File: src/rtl/dds_ch_scheduler.sv
// dds_ch_scheduler: time-multiplexed NCH-channel DDS sharing one sine ROM.
// Ports: clk/rst_n (sync, active-low); cfg_* config write with
//   cfg_ready handshake; sync_all clears all accumulators; rom_addr/rom_data
//   talk to a 1-cycle synchronous ROM; smp_* tagged samples; frame_tick
//   marks slot NCH-1 leaving the pipeline.
module dds_ch_scheduler #(
  parameter int NCH = 4,
  parameter int CHW = 2,
  parameter int PW  = 12,
  parameter int DW  = 14
) (
  input  logic           clk,
  input  logic           rst_n,
  input  logic           cfg_valid,
  output logic           cfg_ready,
  input  logic [CHW-1:0] cfg_ch,
  input  logic [PW-1:0]  cfg_inc,
  input  logic [PW-1:0]  cfg_ofs,
  input  logic           cfg_en,
  input  logic           sync_all,
  output logic [PW-1:0]  rom_addr,
  input  logic [DW-1:0]  rom_data,
  output logic           smp_valid,
  output logic [CHW-1:0] smp_ch,
  output logic [DW-1:0]  smp_data,
  output logic           frame_tick
);

  localparam logic [CHW-1:0] LAST = CHW'(NCH - 1);

  logic [CHW-1:0] slot;
  logic [PW-1:0]  acc [NCH];
  logic [PW-1:0]  inc [NCH];
  logic [PW-1:0]  ofs [NCH];
  logic [NCH-1:0] en;

  logic           v1;
  logic           v2;
  logic [CHW-1:0] t1;
  logic [CHW-1:0] t2;

  logic           cfg_we;
  logic           svc_en;

  // The channel being serviced is never writable, so stage 0
  // always sees a stable inc/ofs/en for its slot.
  assign cfg_ready = (cfg_ch != slot);
  assign cfg_we    = cfg_valid && cfg_ready;
  assign svc_en    = en[slot];

  always_ff @(posedge clk) begin
    if (!rst_n) begin
      slot <= '0;
    end else if (slot == LAST) begin
      slot <= '0;
    end else begin
      slot <= slot + 1'b1;
    end
  end

  always_ff @(posedge clk) begin
    if (!rst_n) begin
      en <= '0;
      for (int i = 0; i < NCH; i++) begin
        inc[i] <= '0;
        ofs[i] <= '0;
      end
    end else if (cfg_we) begin
      en[cfg_ch]  <= cfg_en;
      inc[cfg_ch] <= cfg_inc;
      ofs[cfg_ch] <= cfg_ofs;
    end
  end

  // sync_all beats both the enable-rising clear and accumulation.
  always_ff @(posedge clk) begin
    if (!rst_n) begin
      for (int i = 0; i < NCH; i++) begin
        acc[i] <= '0;
      end
    end else begin
      for (int i = 0; i < NCH; i++) begin
        if (sync_all) begin
          acc[i] <= '0;
        end else if (cfg_we && cfg_ch == CHW'(i)
                     && cfg_en && !en[i]) begin
          acc[i] <= '0;
        end else if (slot == CHW'(i) && en[i]) begin
          acc[i] <= acc[i] + inc[i];
        end
      end
    end
  end

  // Stage 0: address issue uses the pre-clear accumulator.
  always_ff @(posedge clk) begin
    if (!rst_n) begin
      rom_addr <= '0;
      v1       <= 1'b0;
      t1       <= '0;
    end else begin
      if (svc_en) begin
        rom_addr <= acc[slot] + ofs[slot];
      end
      v1 <= svc_en;
      t1 <= slot;
    end
  end

  // Stage 1: ROM latches rom_addr on this edge.
  always_ff @(posedge clk) begin
    if (!rst_n) begin
      v2 <= 1'b0;
      t2 <= '0;
    end else begin
      v2 <= v1;
      t2 <= t1;
    end
  end

  // Stage 2: frame_tick follows the tag even for idle slots.
  always_ff @(posedge clk) begin
    if (!rst_n) begin
      smp_valid  <= 1'b0;
      smp_ch     <= '0;
      smp_data   <= '0;
      frame_tick <= 1'b0;
    end else begin
      smp_valid  <= v2;
      smp_ch     <= t2;
      smp_data   <= rom_data;
      frame_tick <= (t2 == LAST);
    end
  end

endmodule
File: config.mk
export PLATFORM = sky130hd
export DESIGN_NAME = dds_ch_scheduler
export DESIGN_NICKNAME = d
export VERILOG_FILES = /design/src/rtl/dds_ch_scheduler.sv
export SDC_FILE = /design/constraint.sdc
export NUM_CORES = 1
export LEC_CHECK = 0
export ABC_AREA = 1
export BUFFER_PORTS_ARGS = -buffer_cell sky130_fd_sc_hd__buf_2
export CORE_AREA = 2 2 119 150
export DETAILED_ROUTE_END_ITERATION = 6
export DIE_AREA = 0 0 121 152
export PLACE_DENSITY = 0.76
export SLEW_MARGIN = 20
export SYNTH_ARGS = -nofsm -noshare
export SYNTH_HDL_FRONTEND = slang
export SYNTH_SLANG_ARGS = --single-unit
File: constraint.sdc
create_clock -name clk -period 3.6 [get_ports clk]
set_input_delay 0 -clock clk [delete_from_list [all_inputs] [get_ports clk]]
set_output_delay 0 -clock clk [all_outputs]
set_load 0.01 [all_outputs]
Word-level counts from Yosys, hierarchy flattened. Memory sizes are Yosys's and may differ from the RTL's. A register that Yosys moved wholly into a read port is not among the register bits. Index checks and enable logic that the tools add are counted.

Input port bits: 45. RAM bits: 144. Bits in registers: 42. Memories kept: 3.

Bitwise logic cells: 13. Muxes and demuxes: 68. Magnitude comparators: 3. $add $sub $neg: 6. Eq/ne operators: 8. Reductions and logical operators: 27.

Memory list: acc (depth 4, bits a word 12, rd ports 5, clocked after Yosys merged registers in 1, write ports 4, line 32) `logic [PW-1:0] acc [NCH];`; inc (depth 4, bits a word 12, rd ports 4, clocked after Yosys merged registers in 0, write ports 4, line 33) `logic [PW-1:0] inc [NCH];`; ofs (depth 4, bits a word 12, rd ports 1, clocked after Yosys merged registers in 1, write ports 4, line 34) `logic [PW-1:0] ofs [NCH];`.

Operators by type and width (number): $mux 12 (14); $add 12x12->12 (5); $mux 1 (47); $reduce_or 12->1 (2); $logic_and 1x1->1 (18); $or 1x1->1 (12); $eq 2x2->1 const B (5); $mux 2 (4); $lt 2x3->1 const B (2); $bwmux 4 (1); $eq 2x1->1 const B (2); $logic_not 1->1 (4); $logic_not 2->1 (2); $add 2x1->2 const B (1); $bmux 1 s2 (1); $demux 1 s2 (1); $ge 2x1->1 const B (1); $ne 2x2->1 (1); $reduce_or 2->1 (1); $not 1->1 (1).

Longest topological paths before layout. Gate-level depths: netlist (run 1).

Depth in word-level cells: 11. Mapped depth: 18. Mapped depth without buffers: 15.

Worst setup path after synthesis (run 1). Ideal clock, no wire load.

Kind: register to register. Start point: register slot[0]. End point: register rom_addr[8]. Data required time: 3485 ps. Cell stages (with the launch flop): 15. Slack: 1069 ps. Clock period less this slack: 2531 ps. Arrival time: 2416 ps. Library setup time: 115 ps. Cells stage by stage: dfxtp_1 buf_4 buf_2 clkbuf_1 nor2_1 o22ai_1 ha_1 inv_1 fa_1 o21bai_1 nand2_1 nand3_1 nand2_1 o21ai_0 inv_1.

Longest elaborated chain between the ends: 2.

RTL lines: start: declaration (line 31) `logic [CHW-1:0] slot;`; start signal: assignment (line 57) `slot <= slot + 1'b1;`; $bmux 1 s2 (line 49) `assign svc_en = en[slot];`; $mux 1 (not written as such) (line 49); end signal: assignment (line 103) `rom_addr <= acc[slot] + ofs[slot];`; end: declaration (line 21) `output logic [PW-1:0] rom_addr,`.

No other way between the ends. The select of a mux whose other input is x is not followed. A chain may end at the register's enable or synchronous reset.

Worst setup path in the final report (run 1). Same ends and word-level chain as after synthesis.

==> reports/metrics.csv, run 1 <==
metric;value;unit
ys_warn_count;0;
routed-wl-met3;1807;um
fillers;1345;
post-route-cell-area;11880;sq um
drt_first_pass_iters;6;
startpoint;slot[0];
synth_xor_area_frac;0.01110;
postLayoutSetupSlackWorst;1.014;ns
timing.rr.end;rom_addr[8];
synth_top_family_by_area;simple AND/OR/NAND/NOR gates;
tightest_slew;0.7245;ns
vias_per_cell;5.547;
synth_enable_flop_cells;144;
critPathKind;flop to flop;
pwr-share-seq;0.451;
syn_nets;1276;
drtIter0Drc;894;
top_layer;met4;
met1_length;10290;um
synth-compound-area-share;0.1126;
post_drt_wl_per_cell;17.23;um
fp.coreArea;17090;sq um
fmax;0.3867;GHz
postCtsResizedCells;0;
dpl.hpwl;18690;um
worst_r2r_path_depth;12;
power.clock.fraction;0.347;
drc;0;
synth-seq-area-share;0.5037;
slew_viol_final;0;
p_switching;1.659;mW
r2r_start;slot[0];
async_reset_ff_frac;0;
area_growth;15.89;%
cts_buffers;17;
syn_inst;1167;
power_density;471.7;nW/um^2
wl_met2;13470;um
yosys.area_share.simple;0.2171;
clkLatencyLatePin;0.44;ns
cp.arrival;2.92;ns
synth_top_flop_cell;edfxtp_1;
whs;0.03971;ns
fp-row-count;54;
die_y;152;um
grt_pass1_vias;7986;
routabilityCongestion;0.9378;
setup_viol;0;
initial_core_util;0.5998;
grt_max_degree;59;
die_x;121;um
cp-end-kind;flop;
hp-start;sync_all;
hold_viol;0;
combPwrFrac;0.202;
htree_levels;4;
layout_min_cycle_time;2.586;ns
clkTransAtPathRegs;0.07;ns
io_pins;76;
final_core_util;0.6951;
dpl_cell_area;10840;sq um
yosysTopAreaCellShare;0.4217;
cts_tree;done;
syn_area;10250;sq um
fin_crit_sh;0.7183;
intPower;3.946;mW
relSlewSlack;0.5158;
root_buffer;clkbuf_16;
clock_sinks;186;
placed_cells;1450;
synth_top_cell_by_area;edfxtp_1;
instances_no_fill;1524;
fin_nets;1396;
overflow;0;
setup_tns;0;ns
worstPathMaxFanout;58;
p_leak;5.736;nW
antenna_left;0;
dp_slack;1.044;ns
syn_area_per_cell;8.786;sq um
worstPathRequired;3.94;ns
worstSetupStartpointType;flop;
drv_cap;0;
ys_ff_latch;186;
synth_cell_types;39;
reg2reg_slack;1.01;ns
drt-total-wl;26260;um
io_buffer_count;75;
ir_drop;0.0003339;V
yosys.area_share.adder;0.08176;
synth_mux_area_frac;0;
hp-class;input port to flop;
clock_skew;0.01129;ns
timing.critical_path.to;rom_addr[8];
clock_path_buffers;2;
netSwitchingFraction;0.2960;
drive_above_1_share;0.1315;
groute.usage.overall;0.2921;
antenna_cells;0;
dieArea;18390;sq um
status;completed;
dr_total_vias;8454;
ys_top_cells_by_area;edfxtp_1, dfxtp_1, nand2_1;
grt_pass1_wl;41170;um
rsz0062_at_grt;false;
fin_total_pwr;5.605;mW
antenna_found_initial;0;
[registers in the layout, indices dropped and copies added, names as in the netlist]
register    cells
frame_tick      1
rom_addr       12
t2              2
v2              1
t1              2
inc            48
v1              1
en              4
smp_ch          2
smp_valid       1
acc            48
slot            2
ofs            48
smp_data       14
[Yosys cell counts, types with 4 or more instances]
cell type / number
a21boi_0: 4
a21o_1: 5
a21oi_1: 86
buf_2: 5
buf_4: 5
clkbuf_1: 17
dfxtp_1: 42
edfxtp_1: 144
fa_1: 5
ha_1: 59
inv_1: 140
inv_2: 7
nand2_1: 216
nand2_4: 21
nand3_1: 52
nand4_1: 5
nor2_1: 193
nor2_2: 9
o21a_1: 4
o21ai_0: 88
o22ai_1: 20
xnor2_1: 10
[final cells by class]
class,count,area (sq um),share of cell area
clock inverters,9,67.56,0.005686
inverters,149,559.3,0.04707
well taps,224,280.3,0.02359
clock buffers,23,553.0,0.04654
multi-input cells,799,4333,0.3646
flip-flops and latches,186,5166,0.4348
repair buffers,134,923.4,0.07771
[routing by layer]
metal / up-vias / global-route usage
met1: 3919 / 0.3629
met4: 0 / 0.09302
met5: - / 0
met2: 367 / 0.5177
met3: 48 / 0.04429
li1: 4120 / -
[power by group through the flow]
stage / registers (mW) / clock network [mW] / logic [mW]
after floorplan: 2.56 / 0 / 0.770
after global placement: 2.57 / 0 / 1.05
after detailed placement: 2.58 / 0 / 1.07
after CTS: 2.53 / 1.95 / 1.12
after global routing: 2.54 / 2.04 / 1.27
final: 2.53 / 1.95 / 1.13
[timing repair]
| item | 4_1_cts | 5_1_grt |
|---|---|---|
| endpoints found under the hold margin | 104 | 0 |
| setup buffers | 0 | 0 |
| hold buffers | 42 | 0 |
[worst max-delay path, cell delays in order, from the launching register on]
cell,delay [ns]
dfxtp_2,0.32
buf_4,0.45
o21ai_0,0.18
o22ai_1,0.19
ha_1,0.21
inv_1,0.06
fa_1,0.42
o21bai_1,0.22
nand2_1,0.09
nand3_1,0.08
nand2_1,0.04
o21ai_0,0.15
inv_1,0.05
[placed cells by master, fill, tap and decap left out, drive strengths merged, types with 4 or more instances in the layout]
master,instances
a21oi,86
nand3,55
nor2,204
inv,151
a21boi,4
nand2,238
clkbuf,23
dfxtp,42
fa,5
a21o,5
xnor2,10
dlygate4sd3,42
o21a,4
o21ai,88
ha,59
edfxtp,144
buf,92
clkinv,7
o22ai,20
nand4,5
[worst min-delay path by stage]
| stage | to | slack, ns | depth (start not counted) |
|---|---|---|---|
| after global placement | smp_data[7] | 0.18 | 3 |
| final | acc[1][1] | 0.04 | 4 |
| after detailed placement | smp_data[0] | 0.19 | 3 |
| after global routing | acc[1][1] | 0.04 | 4 |
| after floorplan | smp_data[0] | 0.1 | 2 |
| after CTS | acc[1][1] | 0.03 | 4 |
[logic make-up (layout without fill, tap and decap cells)]
logic type / Yosys count / after routing
and+or+nand+nor: 507 / 507
AOI/OAI and AO/OA: 215 / 215
DFF: 186 / 186
adders and majority gates: 64 / 64
xor gates and xnor gates: 13 / 13
buffers and inverters: 182 / 315
(Power assumes the default switching activity.)
==> run 2, diff against run 1 <==
--- a/config.mk
+++ b/config.mk
@@ -5,11 +5,11 @@
 export SDC_FILE = /design/constraint.sdc
 export NUM_CORES = 1
 export LEC_CHECK = 0
-export ABC_AREA = 1
+export ABC_AREA = 0
 export BUFFER_PORTS_ARGS = -buffer_cell sky130_fd_sc_hd__buf_2
-export CORE_AREA = 2 2 119 150
+export CORE_AREA = 2 2 117 147
 export DETAILED_ROUTE_END_ITERATION = 6
-export DIE_AREA = 0 0 121 152
+export DIE_AREA = 0 0 119 149
 export PLACE_DENSITY = 0.76
 export SLEW_MARGIN = 20
 export SYNTH_ARGS = -nofsm -noshare
==> constraint.sdc (replaced) <==
create_clock -name clk -period 2.6 [get_ports clk]
set_input_delay 0 -clock clk [delete_from_list [all_inputs] [get_ports clk]]
set_output_delay 0 -clock clk [all_outputs]
set_load 0.01 [all_outputs]
==> reports/metrics.csv, run 2 <==
metric;value;unit
tightest_slew;0.6544;ns
clkLatencyLatePin;0.45;ns
layout_commonest_cell;edfxtp_1;
fmax;0.3806;GHz
antenna_cells;0;
power.clock.fraction;0.363;
cp.arrival;2.96;ns
top_regs;acc: 48 flops, inc: 48 flops, ofs: 48 flops;
synth_top_flop_cell;edfxtp_1;
vias_per_cell;6.204;
cts_buffers;17;
power_density;632.7;nW/um^2
whs;0.07942;ns
io_pins;76;
routabilityCongestion;0.9438;
top_layer;met4;
dieArea;17730;sq um
hold_viol;0;
ys_warn_count;0;
met1_length;9591;um
instances_no_fill;1170;
syn_area;9816;sq um
violations;setup timing;
synth.most_common_cell;edfxtp_1;
grt_pass1_wl;38430;um
area_growth;20.22;%
grt_max_degree;74;
die_x;119;um
fin_nets;1046;
synth_cell_types;62;
placed_cells;1091;
syn_nets;913;
pwr-share-seq;0.465;
status;complete, but fails checks;
synth-seq-area-share;0.5262;
drt-total-wl;24890;um
overflow;0;
antenna_found_initial;1;
relSlewSlack;0.5638;
clkTransAtPathRegs;0.07;ns
worstSetupStartpointType;flop;
post_drt_wl_per_cell;21.28;um
root_buffer;clkbuf_16;
io_buffer_count;75;
groute.usage.overall;0.2855;
fin_crit_sh;1.011;
clock_path_buffers;2;
p_leak;5.077;nW
whs_path_depth;4;
netSwitchingFraction;0.2829;
combPwrFrac;0.173;
drt_first_pass_iters;5;
synth_commonest_cells;edfxtp_1, and3_1, ha_1, and2_1, dfxtp_1;
drtIter0Drc;634;
dpl.hpwl;17350;um
die_y;149;um
layout_min_cycle_time;2.628;ns
clock_sinks;186;
async_reset_ff_frac;0;
slew_viol_final;0;
worstPathMaxFanout;7;
routed-wl-met3;1834;um
clock_skew;0.008065;ns
grt_pass1_vias;7364;
fp-row-count;53;
hp-class;input port to flop;
max_stage_delay;0.50;ns
antenna_left;0;
crit_chain;buf_12 -> mux4_2 -> ha_2 -> inv_2 -> fa_2 -> nor2b_1 -> o211ai_1 -> buf_4 -> a21oi_1 -> o2111ai_1 -> o311ai_1;
cp_slowest_cell;mux4_2;
wl_met2;12520;um
synth_enable_flop_cells;144;
setup_tns;-0.02776;ns
drv_cap;0;
syn_area_per_cell;12.21;sq um
htree_levels;4;
cp-end-kind;flop;
drc;0;
worstPathRequired;2.93;ns
dr_total_vias;7259;
ys_top_cells_by_area;edfxtp_1, dfxtp_1, ha_1;
dp_slack;-0.08366;ns
fp.coreArea;16510;sq um
yosysTopAreaCellShare;0.4405;
postLayoutSetupSlackWorst;-0.02776;ns
setup_viol;1;
intPower;5.353;mW
seq_area;5169;sq um
critPathKind;flop to flop;
initial_core_util;0.5945;
fillers;1092;
worst_r2r_path_depth;11;
most-common-layout-cells;edfxtp_1, and3_1, buf_2, and2_1, ha_1;
rsz0062_at_grt;true;
ys_ff_latch;186;
ir_drop;0.0004174;V
multi_input_area;4546;sq um
syn_inst;804;
cts_tree;done;
synth_top_cell_by_area;edfxtp_1;
drive_above_1_share;0.2116;
p_switching;2.112;mW
run 2: cell types whose count changed in the layout (fill, tap and decap cells not counted), moves of 15 or more:
cell / change
nand2_1: -184
nor2_1: -153
inv_1: -122
and3_1: +82
o21ai_0: -69
a21oi_1: -55
and2_1: +55
nand3_1: -36
mux4_2: +24
nand2_4: -21
xor2_1: +20
o22ai_1: -19
nor3_1: +15
run 2: cells by family (layout without fill, tap and decap cells):
kind of cell | after synthesis | count (layout) | synth area share
AND/OR/NAND/NOR | 290 | 290 | 0.1685
flip-flops | 186 | 186 | 0.5262
AO/OA/AOI/OAI | 136 | 136 | 0.09484
adder cells (fa/ha/maj) | 64 | 64 | 0.08541
buffers and inverters | 56 | 202 | 0.02613
XOR/XNOR | 40 | 40 | 0.03569
multiplexers | 32 | 32 | 0.06323
run 2: cell type report:
cell class | count | area share
clock buffer | 17 | 0.03605
clock inverter | 15 | 0.01675
inverter | 20 | 0.006362
multi-input combinational | 562 | 0.3852
sequential | 186 | 0.4380
tap | 220 | 0.02333
timing repair buffer | 150 | 0.09426
run 2: timing repair:
action / 4_1_cts / 5_1_grt
setup endpoints to repair: 7 / 11
setup buffers: 3 / 3
cloned: 0 / 1
hold buffers: 40 / 0
gates resized for setup: 8 / 25
endpoints found under the hold margin: 114 / 0
pin swaps: 2 / 10
run 2: critical path, delay by kind of cell (launching register included):
family	cells	cell delay, ns
adders and majority gates	2	0.41
DFF	1	0.42
and+or+nand+nor	1	0.07
AOI/OAI and AO/OA	4	0.73
buffers and inverters	3	0.37
muxes	1	0.50
run 2: power by group through the flow:
stage	registers (mW)	clock network (mW)	logic, mW
2_1_floorplan	3.49	0	0.766
3_3_place_gp	3.53	0	1.05
3_5_place_dp	3.53	0	1.10
4_1_cts	3.46	2.73	1.18
5_1_grt	3.48	2.85	1.38
6_report	3.47	2.71	1.29
run 2: worst paths after layout:
path / start / to / slack (ns)
worst max-delay path: slot[0] / rom_addr[10] / -0.03
worst max register to register: slot[0] / rom_addr[10] / -0.03
worst min-delay path: cfg_ch[1] / en[3] / 0.08
worst min register to register: t1[1] / t2[1] / 0.44
run 2: through the flow:
step,cell area (sq um),utilization,power (mW)
2_1_floorplan,9824,-,4.259
3_3_place_gp,10550,0.6389,4.577
3_5_place_dp,10550,0.6389,4.633
4_1_cts,11620,0.7039,7.370
5_1_grt,11800,0.7146,7.717
6_report,11800,0.7146,7.466
run 2: metal layers:
layer  global-route usage  up-vias
met3              0.07072       64
met4               0.1244        0
met2               0.4828      363
li1                     -     3317
met1               0.3489     3515
met5                    0        -
